**config.mk**
```make
export PLATFORM = sky130hd
export DESIGN_NAME = stream_demux_1xn_flat
export DESIGN_NICKNAME = d
export VERILOG_FILES = /design/src/rtl/stream_demux_1xn_if.sv /design/src/rtl/stream_demux_1xn.sv /design/src/flat_wrapper.sv
export SDC_FILE = /design/constraint.sdc
export NUM_CORES = 1
export LEC_CHECK = 0
export BUFFER_PORTS_ARGS = -buffer_cell sky130_fd_sc_hd__buf_2
export CAP_MARGIN = 10
export CORE_UTILIZATION = 41
export CTS_CLUSTER_DIAMETER = 150
export CTS_CLUSTER_SIZE = 25
export DETAILED_ROUTE_END_ITERATION = 10
export PLACE_DENSITY = 0.66
export SYNTH_ARGS = -nofsm -noshare
export SYNTH_HDL_FRONTEND = slang
export SYNTH_SLANG_ARGS = --single-unit
```
**constraint.sdc**
```tcl
create_clock -name clk -period 2.2 [get_ports clk]
set_input_delay 0.55 -clock clk [delete_from_list [all_inputs] [get_ports clk]]
set_output_delay 0.55 -clock clk [all_outputs]
set_load 0.01 [all_outputs]
```
**src/rtl/stream_demux_1xn_if.sv**
```systemverilog
// Handshake bundle for stream_demux_1xn: one input stream and N output channels.
// The master side is the producer plus the channel consumers; the slave side is the demux.
interface stream_demux_1xn_if #(
  parameter int unsigned WIDTH = 8,
  parameter int unsigned N     = 8,
  parameter int unsigned SEL_W = 4
);
  logic [WIDTH-1:0]   in_data;
  logic [SEL_W-1:0]   in_sel;
  logic               in_bcast;
  logic               in_valid;
  logic               in_ready;
  logic [N*WIDTH-1:0] out_data;
  logic [N-1:0]       out_valid;
  logic [N-1:0]       out_ready;

  modport master (
    output in_data, in_sel, in_bcast, in_valid, out_ready,
    input  in_ready, out_data, out_valid
  );

  modport slave (
    input  in_data, in_sel, in_bcast, in_valid, out_ready,
    output in_ready, out_data, out_valid
  );
endinterface

```
**src/rtl/stream_demux_1xn.sv**
```systemverilog
// Registered 1-to-N stream demux: unicast by select or broadcast, one-entry register per
// channel, and a saturating count of words dropped for an out-of-range select.
module stream_demux_1xn #(
  parameter int unsigned WIDTH = 8,
  parameter int unsigned N     = 8,
  parameter int unsigned SEL_W = 4,
  parameter int unsigned CNT_W = 16
) (
  input  logic                 clk,
  input  logic                 rst,
  stream_demux_1xn_if.slave    bus,
  output logic [CNT_W-1:0]     drop_cnt
);

  logic [N-1:0]       r_valid;
  logic [N*WIDTH-1:0] r_data;
  logic [CNT_W-1:0]   r_drop_cnt;

  logic [N-1:0] w_free;
  logic [N-1:0] w_load;
  logic         w_sel_ok;
  logic         w_sel_free;
  logic         w_in_ready;
  logic         w_acc;
  logic         w_drop;

  always_comb begin
    w_sel_ok   = 32'(bus.in_sel) < N;
    w_sel_free = 1'b0;
    for (int i = 0; i < int'(N); i++) begin
      // A channel can load in the same cycle its current word drains.
      w_free[i] = !r_valid[i] || bus.out_ready[i];
      if (bus.in_sel == SEL_W'(i)) begin
        w_sel_free = w_free[i];
      end
    end

    if (bus.in_bcast) begin
      w_in_ready = &w_free;
    end else if (w_sel_ok) begin
      w_in_ready = w_sel_free;
    end else begin
      w_in_ready = 1'b1;
    end

    w_acc  = bus.in_valid && w_in_ready;
    w_drop = w_acc && !bus.in_bcast && !w_sel_ok;
    for (int i = 0; i < int'(N); i++) begin
      w_load[i] = w_acc && (bus.in_bcast || (bus.in_sel == SEL_W'(i)));
    end
  end

  always_ff @(posedge clk) begin
    if (rst) begin
      r_valid    <= '0;
      r_data     <= '0;
      r_drop_cnt <= '0;
    end else begin
      for (int i = 0; i < int'(N); i++) begin
        // Load wins over drain; data is left in place when a channel empties.
        if (w_load[i]) begin
          r_valid[i]                <= 1'b1;
          r_data[i*WIDTH +: WIDTH]  <= bus.in_data;
        end else if (bus.out_ready[i]) begin
          r_valid[i] <= 1'b0;
        end
      end
      if (w_drop && (r_drop_cnt != {CNT_W{1'b1}})) begin
        r_drop_cnt <= r_drop_cnt + CNT_W'(1);
      end
    end
  end

  assign bus.in_ready  = w_in_ready;
  assign bus.out_valid = r_valid;
  assign bus.out_data  = r_data;
  assign drop_cnt      = r_drop_cnt;

endmodule

```
**src/flat_wrapper.sv**
```systemverilog
// flat-port wrapper written by rule: the top's interface ports become plain ports
module stream_demux_1xn_flat 
#(
  parameter int unsigned WIDTH = 8,
  parameter int unsigned N     = 8,
  parameter int unsigned SEL_W = 4,
  parameter int unsigned CNT_W = 16
)
  (clk, rst, drop_cnt, bus_in_data, bus_in_sel, bus_in_bcast, bus_in_valid, bus_out_ready, bus_in_ready, bus_out_data, bus_out_valid);
  stream_demux_1xn_if #(.WIDTH(WIDTH), .N(N), .SEL_W(SEL_W)) bus_i ();
  input  logic clk;
  input  logic rst;
  output logic [CNT_W-1:0] drop_cnt;
  input wire logic [$bits(bus_i.in_data)-1:0] bus_in_data;
  input wire logic [$bits(bus_i.in_sel)-1:0] bus_in_sel;
  input wire logic [$bits(bus_i.in_bcast)-1:0] bus_in_bcast;
  input wire logic [$bits(bus_i.in_valid)-1:0] bus_in_valid;
  input wire logic [$bits(bus_i.out_ready)-1:0] bus_out_ready;
  output wire logic [$bits(bus_i.in_ready)-1:0] bus_in_ready;
  output wire logic [$bits(bus_i.out_data)-1:0] bus_out_data;
  output wire logic [$bits(bus_i.out_valid)-1:0] bus_out_valid;
  assign bus_i.in_data = bus_in_data;
  assign bus_i.in_sel = bus_in_sel;
  assign bus_i.in_bcast = bus_in_bcast;
  assign bus_i.in_valid = bus_in_valid;
  assign bus_i.out_ready = bus_out_ready;
  assign bus_in_ready = bus_i.in_ready;
  assign bus_out_data = bus_i.out_data;
  assign bus_out_valid = bus_i.out_valid;
  stream_demux_1xn #(.WIDTH(WIDTH), .N(N), .SEL_W(SEL_W), .CNT_W(CNT_W)) u_core (.clk(clk), .rst(rst), .bus(bus_i), .drop_cnt(drop_cnt));
endmodule
```
* After elaboration in Yosys (flattened, before gate mapping)
Index checks and enable logic that the tools add are counted.
** Word-level totals
- Register bits :: 88
- Bits in latches :: 0
- Memory bits (writable) :: 0
- Bits in read-only memories :: 0
- Input bits :: 24
- Output and inout bits :: 89
- Logic and storage cells :: 101
- Memories :: 0
** Cells by class
- Add/subtract/negate cells :: 1
- Multipliers :: 0
- Divide/modulo/power cells :: 0
- Order comparisons :: 1
- Equality and inequality tests :: 8
- Shift operators :: 0
- Mux-type cells :: 26
- Bitwise gates (word level) :: 0
- Reduce and logical (&&, ||, !) cells :: 48
** Operators with widths (number)
- $mux W1 :: 26
- $add A16 B1 Y16 const B :: 1
- $eq A4 B3 Y1 const B :: 4
- $logic_or A1 B1 Y1 :: 16
- $ne A16 B16 Y1 const B :: 1
- $reduce_bool A2 Y1 :: 8
- $logic_and A1 B1 Y1 :: 12
- $logic_not A1 Y1 :: 10
- $eq A4 B2 Y1 const B :: 2
- $reduce_and A8 Y1 :: 1
- $eq A4 B1 Y1 const B :: 1
- $logic_not A4 Y1 :: 1
- $lt A4 B4 Y1 const B :: 1

* Logic depth before layout (Yosys ltp)
- Depth after elaboration :: 16
- Gate-level depth with buffers :: 8
- Mapped depth without buffers :: 7

* Worst setup path before layout
OpenSTA, ideal clock, no wires.
- Path type :: input-to-output
- From :: input bus_in_sel[1]
- To :: output bus_in_ready
- Data arrival time :: 1681 ps
- Required time :: 1650 ps
- Path slack :: -31 ps
- Stages on the path :: 7
- Path buffers :: 1
- Cells stage by stage :: buf_2 > nor2_1 > a22oi_1 > a221o_1 > a21oi_1 > nor2_1 > o21ai_0
** On the way
- Word-level cells in the longest chain between the ends :: 11
- Elaborated cells between the ends (all ways) :: 19
- Classes of those cells :: order compare (1); eq/ne (7); mux (10); reduce/logical (1)
** Ends and longest elaborated chain
- start: declaration :: line flat_wrapper.sv:15 : input wire logic [$bits(bus_i.in_sel)-1:0] bus_in_sel;
- $logic_not A4 Y1 :: line stream_demux_1xn.sv:33 : if (bus.in_sel == SEL_W'(i)) begin
- $mux W1 (8 in series) :: line stream_demux_1xn.sv:33
- $mux W1 (*) :: line stream_demux_1xn.sv:40 : end else if (w_sel_ok) begin
- $mux W1 (*) :: line stream_demux_1xn.sv:38 : if (bus.in_bcast) begin
- end: declaration :: line flat_wrapper.sv:19 : output wire logic [$bits(bus_i.in_ready)-1:0] bus_in_ready;
Mark *: on every way between the ends. The rest lies on a longest branch, timed or not.

* Worst setup path in the final report
- From :: input bus_in_sel[0]
- To :: output bus_in_ready
Same word-level chain as after synthesis.

==> results.json <==
{
  "status": "complete, but fails checks",
  "violations": "setup timing",
  "synthAdderAreaFrac_pct": 0.344,
  "synth-edff-count": 0,
  "finalSetupViolations": 1,
  "die_y_um": 96.2,
  "worst_pin_slew_ns": 0.499,
  "final_common_cell": "buf_2",
  "worstPathMaxFanout": 4,
  "clock_path_buffers": 2,
  "synthFlopType": "dfxtp_1",
  "yosysSeqAreaShare_pct": 48.4,
  "critPathKind": "primary input to output port",
  "fill_cells": 827,
  "netlist_area_sq_um": 3640,
  "rsz0062_at_grt": "true",
  "synth_compound_area_share_pct": 5.98,
  "drc": 0,
  "ys_async_sr_fraction_pct": 0,
  "die_x_um": 96.2,
  "fin_util_pct": 55.9,
  "mostFrequentLayoutCells": "buf_2, dfxtp_1, mux2i_1, nor2_1, nand2b_1",
  "p_sw_uw": 921,
  "grt_pass1_wl_mm": 14.0,
  "drv_slew": 0,
  "yosys.area_share.simple_pct": 21.3,
  "ant_nets": 0,
  "synthToLayoutAreaGrowth_pct": 33.2,
  "maxCapViolations": 0,
  "viasPerCell": 4.98,
  "syn_inst": 374,
  "worst_clock_skew_ns": 0.0101,
  "grt_antenna_before_repair": 0,
  "cts_inserted_buffers": 9,
  "routabilityCongestion": 0.826,
  "antenna_cells": 0,
  "root_buffer": "clkbuf_8",
  "reg2reg_setup_slack_ns": 0.19,
  "synth_seq_cells": 88,
  "clkTransAtPathRegs_ns": 0.09,
  "hold_viol": 0,
  "avgRoutedWirePerCell_um": 14.7,
  "slowest_delay_ns": 0.39,
  "hpwl_mm": 6.68,
  "synth_warnings": 0,
  "synth-xor-area-share_pct": 3.37,
  "crit_chain": "buf_8 -> buf_4 -> inv_2 -> nand2_2 -> a221o_1 -> a21oi_2 -> nor2_1 -> o21ai_1 -> buf_2",
  "rows": 34,
  "vias": 3117,
  "grt_use_total_pct": 19.9,
  "core_area_sq_um": 8680,
  "critPathLaunchType": "primary input",
  "finalSetupTns_ns": -0.105,
  "worst_path_max_delay_cell": "a221o_1",
  "synthMuxAreaShare_pct": 17.9,
  "postRouteWirelength_mm": 9.17,
  "initial_utilization_pct": 42.0,
  "power_density_nw_per_um2": 701,
  "drt-initial-drc-count": 183,
  "multi_input_area_sq_um": 1810,
  "worst_ep_required_time_ns": 1.65,
  "grt_pass1_vias": 2855,
  "dpl_worst_slack_ns": -0.212,
  "synth.distinct_cells": 39,
  "p_leak_uw": 0.00247,
  "slew_headroom_pct": 66.6,
  "die_area_sq_um": 9260,
  "h-tree-depth": 3,
  "p_int_uw": 2480,
  "cts.sinks": 88,
  "syn_avg_cell_area_sq_um": 9.74,
  "pwr-share-clk_pct": 32.7,
  "combPwrFrac_pct": 16.9,
  "end_kind": "output port",
  "finalPower_uw": 3400,
  "grt_overflow_total": 0,
  "nets": 539,
  "syn_nets": 399,
  "clk-insertion-delay-late_ns": 0.35,
  "grt_max_degree": 51,
  "clock.fmax_mhz": 434,
  "cts_tree": "done",
  "synth_top_family_by_area": "simple AND/OR/NAND/NOR gates",
  "cp.arrival_ns": 1.76,
  "swShare_pct": 27.1,
  "fin_ws_ns": -0.105,
  "first_pass_iters": 4,
  "final_layout_size_suffix_gt1_share_pct": 34.0,
  "io-pin-count": 113,
  "port_buffers": 112,
  "seqPwrFrac_pct": 50.4,
  "regArea_sq_um": 1760,
  "min_path_type": "flip-flop to flip-flop",
  "min_period_over_period_pct": 105,
  "vdd_drop_max_mv": 0.397,
  "min_period_ns": 2.31
}
==> area by class of cell <==
| class | count | share of cell area [%] |
|---|---|---|
| Tap cell | 108 | 2.79 |
| Timing Repair Buffer | 146 | 19.3 |
| Multi-Input combinational cell | 266 | 37.4 |
| Clock inverter | 6 | 1.42 |
| Clock buffer | 9 | 2.55 |
| Inverter | 3 | 0.232 |
| Sequential cell | 88 | 36.4 |
==> state kept, by name, summed over array words and instances (netlist names) <==
| signal | count |
|---|---|
| u_core.bus.out_data | 64 |
| u_core.drop_cnt | 16 |
| u_core.bus.out_valid | 8 |
==> synth_stat cells, drive strengths merged (6+ instances only) <==
library cell / count / share of area, %
dfxtp: 88 / 48
mux2i: 65 / 18
nor2: 57 / 5.9
nand2b: 48 / 8.2
nand2: 17 / 2.0
a21oi: 12 / 1.6
xor2: 12 / 2.9
clkbuf: 10 / 1.0
o21ai: 8 / 1.1
buf: 7 / 1.4
nand3: 6 / 0.82
nor3: 6 / 0.82
==> critical path, delay by kind of cell <==
family / cells / cell delay [ns]
compound gates: 3 / 0.67
buf+inv: 4 / 0.43
simple gates: 2 / 0.12
==> power groups by stage <==
stage / logic [uW] / registers, uW / clock network, uW
after floorplan: 271 / 1790 / 0
after global placement: 548 / 1750 / 0
after detailed placement: 556 / 1750 / 0
after CTS: 566 / 1720 / 1140
after global routing: 625 / 1730 / 1210
final: 573 / 1720 / 1110
==> logic make-up (layout without fill, tap and decap cells) <==
logic type | Yosys count | in the layout
adder cells (fa/ha/maj) | 1 | 1
buffers and inverters | 20 | 164
AND/OR/NAND/NOR | 153 | 153
multiplexers | 65 | 65
XOR/XNOR | 14 | 14
flip-flops | 88 | 88
AO/OA/AOI/OAI | 33 | 33
==> repair_timing <==
action	CTS	global route
hold buffers	0	0
gates resized for setup	6	12
setup buffers	3	2
endpoints found under the hold margin	0	0
pin swaps	7	6
setup endpoints to repair	1	1
==> stage by stage <==
step / hold WS (ns) / cells / area [sq um]
floorplan: 0.493 / 374 / 3640
global placement: 0.457 / 606 / 4570
detailed placement: 0.462 / 606 / 4570
CTS: 0.479 / 624 / 4800
global route: 0.502 / 626 / 4850
finish: 0.475 / 626 / 4850
==> path summary, 6_finish.rpt <==
path                                                              to                                 start  cells after the start
worst max-delay path                                    bus_in_ready                         bus_in_sel[0]                      9
worst min-delay path            u_core.bus.out_data[24]$_SDFFE_PP0P_  u_core.bus.out_data[24]$_SDFFE_PP0P_                      2
worst max register to register   u_core.bus.out_data[5]$_SDFFE_PP0P_  u_core.bus.out_valid[0]$_SDFFE_PP0P_                      8
worst min register to register  u_core.bus.out_data[24]$_SDFFE_PP0P_  u_core.bus.out_data[24]$_SDFFE_PP0P_                      2
==> per-layer routing <==
metal / vias to the layer above / share of wire [%] / track usage [%]
met5: - / 0 / 0
met4: 0 / 2.4 / 8.96
met3: 21 / 5.6 / 3.87
met2: 109 / 47 / 31.5
met1: 1438 / 45 / 26.1
li1: 1549 / - / -
Power figures use the tool's default switching activity.
